### config.mk
export PLATFORM = sky130hd
export DESIGN_NAME = cmp_sweep_ctrl
export DESIGN_NICKNAME = d
export VERILOG_FILES = /design/src/rtl/cmp_sweep_pkg.sv /design/src/rtl/cmp_sweep_ctrl_dwell_timer.sv /design/src/rtl/cmp_sweep_ctrl.sv
export SDC_FILE = /design/constraint.sdc
export NUM_CORES = 1
export LEC_CHECK = 0
export CAP_MARGIN = 20
export CORE_MARGIN = 8
export CORE_UTILIZATION = 42
export DETAILED_ROUTE_END_ITERATION = 12
export MAX_ROUTING_LAYER = met4
export PLACE_DENSITY_LB_ADDON = 0.15
export SETUP_SLACK_MARGIN = 0.5
export SLEW_MARGIN = 20
export SYNTH_ARGS = -nofsm -noshare
export SYNTH_HDL_FRONTEND = slang
export SYNTH_HIERARCHICAL = 1
export SYNTH_SLANG_ARGS = --single-unit
export TNS_END_PERCENT = 100
### constraint.sdc
create_clock -name clk -period 2.2 [get_ports clk]
set_clock_uncertainty 0.05 [all_clocks]
set_input_delay 0.44 -clock clk [delete_from_list [all_inputs] [get_ports clk]]
set_output_delay 0.44 -clock clk [all_outputs]
set_load 0.01 [all_outputs]
### src/rtl/cmp_sweep_pkg.sv
// Shared types and the reference comparator function for the comparator sweep sequencer.
// Used by cmp_sweep_ctrl (optional CMP_SWEEP_CHECK_EN checker) and by its testbench.
package cmp_sweep_pkg;

    typedef enum logic [1:0] {
        IDLE,
        SETTLE,
        DWELL,
        DONE
    } state_e;

    typedef struct packed {
        logic r;
        logic g;
        logic b;
    } rgb_t;

    // Operands are zero-extended to this width at the call site so one function serves any WIDTH.
    localparam int OPND_W_MAX = 16;

    function automatic rgb_t exp_rgb(input logic [OPND_W_MAX-1:0] a,
                                     input logic [OPND_W_MAX-1:0] b);
        rgb_t res;
        res.r = (a >= b);
        res.g = (a <= b);
        res.b = (a != b);
        return res;
    endfunction

endpackage

### src/rtl/cmp_sweep_ctrl_dwell_timer.sv
// Per-pair dwell counter: cleared outside DWELL, counts while enabled, flags the last dwell cycle.
module dwell_timer #(
    parameter int DWELL_CYCLES = 50_000_000
) (
    input  logic clk,
    input  logic rst_n,
    input  logic clear,
    input  logic enable,
    output logic expire
);
    localparam int CNT_W = $clog2(DWELL_CYCLES + 1);
    localparam logic [CNT_W-1:0] LAST = CNT_W'(DWELL_CYCLES - 1);

    logic [CNT_W-1:0] count_reg;
    logic [CNT_W-1:0] count_next;

    assign expire = enable && (count_reg == LAST);

    // Holding at LAST instead of incrementing keeps the counter from ever wrapping.
    always_comb begin
        count_next = count_reg;
        if (clear) begin
            count_next = '0;
        end else if (enable && !expire) begin
            count_next = count_reg + CNT_W'(1);
        end
    end

    always_ff @(posedge clk or negedge rst_n) begin
        if (!rst_n) begin
            count_reg <= '0;
        end else begin
            count_reg <= count_next;
        end
    end

endmodule

### src/rtl/cmp_sweep_ctrl.sv
// Manual/sweep sequencer driving an external combinational 2-operand comparator and RGB LEDs.
// Optional result checker and check_err port are built when CMP_SWEEP_CHECK_EN is defined.
module cmp_sweep_ctrl
    import cmp_sweep_pkg::*;
#(
    parameter int WIDTH        = 2,
    parameter int DWELL_CYCLES = 50_000_000
) (
    input  logic               clk,
    input  logic               rst_n,
    input  logic               start,
    input  logic               stop,
    input  logic [WIDTH-1:0]   sw_a,
    input  logic [WIDTH-1:0]   sw_b,
    input  logic               cmp_red,
    input  logic               cmp_green,
    input  logic               cmp_blue,
    output logic [WIDTH-1:0]   a_out,
    output logic [WIDTH-1:0]   b_out,
    output logic               led_r,
    output logic               led_g,
    output logic               led_b,
    output logic               busy,
    output logic               done,
`ifdef CMP_SWEEP_CHECK_EN
    output logic               check_err,
`endif
    output logic [2*WIDTH-1:0] pair_idx
);
    localparam int PAIR_W = 2 * WIDTH;

    state_e             state_reg, state_next;
    logic [WIDTH-1:0]   a_reg, a_next;
    logic [WIDTH-1:0]   b_reg, b_next;
    logic [2:0]         led_reg, led_next;
    logic               busy_reg, busy_next;
    logic               done_reg, done_next;
    logic [2:0]         cmp_vec;
    logic [PAIR_W-1:0]  pair_inc;
    logic               expire;

    assign cmp_vec  = {cmp_red, cmp_green, cmp_blue};
    assign pair_inc = {a_reg, b_reg} + PAIR_W'(1);

    dwell_timer #(
        .DWELL_CYCLES(DWELL_CYCLES)
    ) u_dwell_timer (
        .clk    (clk),
        .rst_n  (rst_n),
        .clear  (state_reg != DWELL),
        .enable (state_reg == DWELL),
        .expire (expire)
    );

`ifdef CMP_SWEEP_CHECK_EN
    logic chk_reg, chk_next;
    rgb_t chk_exp;

    assign chk_exp = exp_rgb(OPND_W_MAX'(a_reg), OPND_W_MAX'(b_reg));
`endif

    always_comb begin
        state_next = state_reg;
        a_next     = a_reg;
        b_next     = b_reg;
        led_next   = led_reg;
`ifdef CMP_SWEEP_CHECK_EN
        chk_next   = chk_reg;
`endif
        case (state_reg)
            IDLE: begin
                a_next   = sw_a;
                b_next   = sw_b;
                led_next = cmp_vec;
                if (start && !stop) begin
                    a_next     = '0;
                    b_next     = '0;
                    led_next   = led_reg;
                    state_next = SETTLE;
`ifdef CMP_SWEEP_CHECK_EN
                    chk_next   = 1'b0;
`endif
                end
            end
            SETTLE: begin
                led_next   = cmp_vec;
                state_next = DWELL;
`ifdef CMP_SWEEP_CHECK_EN
                if (cmp_vec != chk_exp) begin
                    chk_next = 1'b1;
                end
`endif
            end
            DWELL: begin
                if (expire) begin
                    if (&{a_reg, b_reg}) begin
                        state_next = DONE;
                    end else begin
                        {a_next, b_next} = pair_inc;
                        state_next       = SETTLE;
                    end
                end
            end
            DONE: begin
                state_next = IDLE;
            end
            default: begin
                state_next = IDLE;
            end
        endcase

        // Abort from any active state; operands hold, LEDs blank.
        if (stop && (state_reg != IDLE)) begin
            state_next = IDLE;
            a_next     = a_reg;
            b_next     = b_reg;
            led_next   = '0;
        end

        busy_next = (state_next != IDLE);
        done_next = (state_next == DONE);
    end

    always_ff @(posedge clk or negedge rst_n) begin
        if (!rst_n) begin
            state_reg <= IDLE;
            a_reg     <= '0;
            b_reg     <= '0;
            busy_reg  <= 1'b0;
            done_reg  <= 1'b0;
        end else begin
            state_reg <= state_next;
            a_reg     <= a_next;
            b_reg     <= b_next;
            busy_reg  <= busy_next;
            done_reg  <= done_next;
        end
    end

    generate
        for (genvar gi = 0; gi < 3; gi++) begin : g_led
            always_ff @(posedge clk or negedge rst_n) begin
                if (!rst_n) begin
                    led_reg[gi] <= 1'b0;
                end else begin
                    led_reg[gi] <= led_next[gi];
                end
            end
        end
    endgenerate

`ifdef CMP_SWEEP_CHECK_EN
    always_ff @(posedge clk or negedge rst_n) begin
        if (!rst_n) begin
            chk_reg <= 1'b0;
        end else begin
            chk_reg <= chk_next;
        end
    end

    assign check_err = chk_reg;
`endif

    assign a_out    = a_reg;
    assign b_out    = b_reg;
    assign led_r    = led_reg[2];
    assign led_g    = led_reg[1];
    assign led_b    = led_reg[0];
    assign busy     = busy_reg;
    assign done     = done_reg;
    assign pair_idx = {a_reg, b_reg};

endmodule

Word level (Yosys, flattened, before mapping)

Index checks and enable logic that the tools add are counted.

Add/subtract/negate cells: 2
Equal/unequal tests: 9
Multiplexer cells: 18
Bitwise operators: 1
Reductions and logical operators: 15

Operator list:

| cell                  | count |
|---|---|
| $mux 26               | 2 |
| $add 26x1->26 const B | 1 |
| $eq 26x26->1 const B  | 1 |
| $mux 2                | 10 |
| $pmux 2 s2            | 2 |
| $pmux 2 s4            | 1 |
| $reduce_and 4->1      | 2 |
| $reduce_bool 2->1     | 4 |
| $eq 2x2->1 const B    | 3 |
| $mux 3                | 2 |
| $ne 2x2->1 const B    | 3 |
| $pmux 3 s2            | 1 |
| $add 4x1->4 const B   | 1 |
| $logic_and 1x1->1     | 4 |
| $ne 3x3->1 const B    | 1 |
| $reduce_bool 3->1     | 1 |
| $eq 2x1->1 const B    | 1 |
| $logic_not 1->1       | 2 |
| $logic_not 2->1       | 1 |
| $reduce_and 2->1      | 1 |
| $not 1->1             | 1 |

Register bits after elaboration: 37
Word-level logic and storage cells: 54

Depth between registers and ports, before layout

Depth in word-level cells: 6
Gate-level depth with buffers: 8

Hierarchy

Netlist, hierarchy kept.

Modules (own cells, without submodules):

| module         | instances | cells an instance | area an instance (sq um) |
|---|---|---|---|
| dwell_timer    | 1         | 149               | 1442.6 |
| cmp_sweep_ctrl | 1         | 67                | 664.4 |

Least setup slack after synthesis

Ideal clock, no wire load.

Path type: reg-to-reg
Start point: reg u_dwell_timer.count_reg[18]
End point: reg b_reg[0] (netlist: b_out[0])
Library setup time: 0.124 ns
Arrival time: 2.117 ns
Required time: 2.026 ns
Setup slack: -0.091 ns
Stages on the path, launching flop included: 8
Path buffers: 0
Clock period less this slack: 2.291 ns
Path through: dfrtp_1 > or4_4 > nor4_4 > and3_2 > nand2b_4 > a21oi_2 > a21bo_2 > nand3_1

Word-level cells in the longest chain between the ends: 4

Ends and longest elaborated chain:

| what                              | RTL line                         | RTL |
|---|---|---|
| from (decl)                       | cmp_sweep_ctrl_dwell_timer.sv:14 | `logic [CNT_W-1:0] count_reg;` |
| from (signal assigned)            | cmp_sweep_ctrl_dwell_timer.sv:33 | `count_reg <= count_next;` |
| $eq 26x26->1                      | cmp_sweep_ctrl_dwell_timer.sv:17 | `assign expire = enable && (count_reg == LAST);` |
| $logic_and 1x1->1                 | cmp_sweep_ctrl_dwell_timer.sv:17 |  |
| via expire                        | cmp_sweep_ctrl.sv:40             | `logic expire;` |
| $ne 2x2->1 (no source line)       | n/a                              |  |
| $reduce_and 4->1 (no source line) | n/a                              |  |
| to (signal assigned)              | cmp_sweep_ctrl.sv:134            | `b_reg <= b_next;` |
| to (decl)                         | cmp_sweep_ctrl.sv:34             | `logic [WIDTH-1:0] b_reg, b_next;` |

The timed path passes the listed nets, and every way through them passes these cells.
A chain may end at the register's enable or synchronous reset.

Worst setup path in the final report

Start point: reg u_dwell_timer.count_reg[10]
End point: reg b_reg[0] (netlist: b_out[0])

The elaborated chain is that of the path after synthesis.

==> out/metrics.yaml <==
ios: 24
numCtsBuffers: 5
finalWirelength_um: 5030
critPathSlowestCell: "or4_4"
num_rows: 25
maxSlewHeadroom_pct: 68.2
synth_fa_ha_area_share_pct: 1.19
ys.flop_type: "dfrtp_1"
min_path_type: "primary input to asynchronous set/reset pin"
utilization_pct: 60.1
crit_start: "u_dwell_timer/count_reg[10]"
startpoint_type: "flop"
layout_commonest_cell: "dfrtp_1"
fin_ws_ns: 0.0268
slew_violations: 0
pre_cts_slack_ns: 0.0500
critical_path_arrival_ns: 2.30
crit_path_max_fanout: 5
rrSetupSlack_ns: 0.03
max_cap_viol_count: 0
drive_above_1_share_pct: 29.6
synth_xor_area_share_pct: 8.73
final_cells: 337
grt_usage_pct: 13.6
path_cells: "or4_4 > nor4_4 > and3_4 > nand2b_4 > a21oi_4 > a21bo_2 > nand3_2"
diodes: 0
end_kind: "flop"
yosysWarnings: 6
via_per_inst: 5.26
dp.cells: 309
netlist-cell-type-count: 50
crit_path_end: "b_out[0]"
die_w_um: 86.8
overflow: 0
hold_buffers: 0
setup.worst_path.class: "flop to flop"
clock_path_buffers: 2
ys_seq_area_share_pct: 43.9
cts_root_buffer: "clkbuf_8"
p_leak_nw: 1.27
p_per_area_nw_per_um2: 532
dr.pass1.iters: 4
antenna_left: 0
postSynthCellCount: 216
post-route-period-util_pct: 98.8
clock-sinks: 37
vdd_ir_drop_max_v: 0.000310
initial_utilization_pct: 44.0
period_needed_ns: 2.17
core_sq_um: 4790
clk_pin_slew_ns: 0.07
synth_edf_count: 0
synth-simple-area-share_pct: 29.0
max_stage_delay_ns: 0.55
drc: 0
io_buffer_count: 23
die-area_sq_um: 7540
reg2reg_to: "b_out[0]"
rr_startpoint: "u_dwell_timer/count_reg[10]"
route.detailed.wl_per_inst_um: 14.9
required_ns: 2.33
clock_latency_ns: 0.29
grt_pass1_wl_um: 7990
synth_area_sq_um: 2110
final_nets: 283
synth_top_family_by_area: "simple AND/OR/NAND/NOR gates"
grt_max_degree: 38
outcome: "completed"
routabilityCongestion: 0.771
largest_reg_flops: 26
ys_seq_elements: 37
final_cell_mix: "dfrtp_1, nor2_1, buf_4"
worstRegToRegCells: 7
h-tree-depth: 2
synth_compound_area_share_pct: 11.5
finalSetupViolCount: 0
rsz0062_at_grt: "true"
fin_tns_setup_ns: 0
drt_iter0_drc: 86
async_flop_share_pct: 100
postSynthAreaPerCell_sq_um: 9.75
hold_violations: 0
max_freq_mhz: 460
dp_hpwl_um: 3060
routed-via-count: 1772
cts_tree: "done"
worst_slew_pin_slew_ns: 0.477
synth_mux_area_share_pct: 0.950
die_h_um: 86.8
antenna_found_initial: 0
synthesis.nets: 229
grt_pass1_vias: 1620
areaGrowthSynthToFinish_pct: 36.5
==> timing repair <==
item | CTS | global route
cloned | 1 | 0
resized for setup | 15 | 22
endpoints found under the setup margin | 37 | 36
pin swaps | 6 | 15
setup buffers | 5 | 15
==> stage by stage <==
stage	cell area, sq um	hold slack (ns)	total power, mW
floorplan	2170	0.0944	0.912
global placement	2490	0.472	1.03
detailed placement	2490	0.473	1.03
CTS	2670	0.161	1.52
global route	2880	0.200	1.59
finish	2880	0.150	1.53
==> how the worst min path moves through the flow <==
stage                from                           to  depth (start not counted)
finish              rst_n  u_dwell_timer/count_reg[11]                          2
global route        rst_n  u_dwell_timer/count_reg[22]                          2
CTS                 rst_n  u_dwell_timer/count_reg[21]                          2
detailed placement  rst_n                        led_g                          2
global placement    rst_n                        led_r                          2
floorplan           rst_n                     a_out[0]                          0
==> cell usage after synthesis (all sizes together) (3+ instances only) <==
library cell / number / area share, %
a21o: 3 / 1.1
a21oi: 11 / 3.0
a22oi: 4 / 1.4
and3: 5 / 1.5
buf: 6 / 2.3
clkbuf: 3 / 1.0
dfrtp: 37 / 44
inv: 5 / 0.89
nand2: 14 / 2.5
nand2b: 4 / 1.9
nand3: 19 / 5.1
nand4: 10 / 3.7
nor2: 34 / 6.4
nor3: 4 / 0.95
nor4: 4 / 2.9
o21ai: 5 / 1.2
xnor2: 8 / 3.3
xor2: 13 / 5.4
==> area by class of cell <==
class	count	area, sq um
inverters	6	35.0
flip-flops and latches	37	928
multi-input cells	165	1250
fillers	409	1910
well taps	67	83.8
repair buffers	55	493
clock buffers	7	86.3
==> kinds of logic after synthesis <==
family	after synthesis
simple gates	105
flops	37
compound gates	34
xor+xnor	21
buf+inv	15
mux	2
fa+ha+maj	2
==> power breakdown <==
part	total [mW]	switching [mW]	internal, mW
sequential	0.737	0.0270	0.710
combinational	0.310	0.154	0.157
clock	0.483	0.234	0.249
total	1.53	0.414	1.12
==> worst max-delay path: cells and delay by family (launching register included) <==
kind	cells	cell delay [ns]
flip-flops	1	0.39
AO/OA/AOI/OAI	2	0.36
AND/OR/NAND/NOR	5	1.27
==> metal layers <==
layer | vias up | wire (um) | global-route usage, %
li1 | 874 | - | -
met1 | 865 | 2520 | 18.2
met2 | 27 | 2310 | 20.4
met3 | 6 | 152 | 3.12
met4 | 0 | 53 | 2.82
met5 | - | 0 | -
Power figures use the tool's default switching activity.
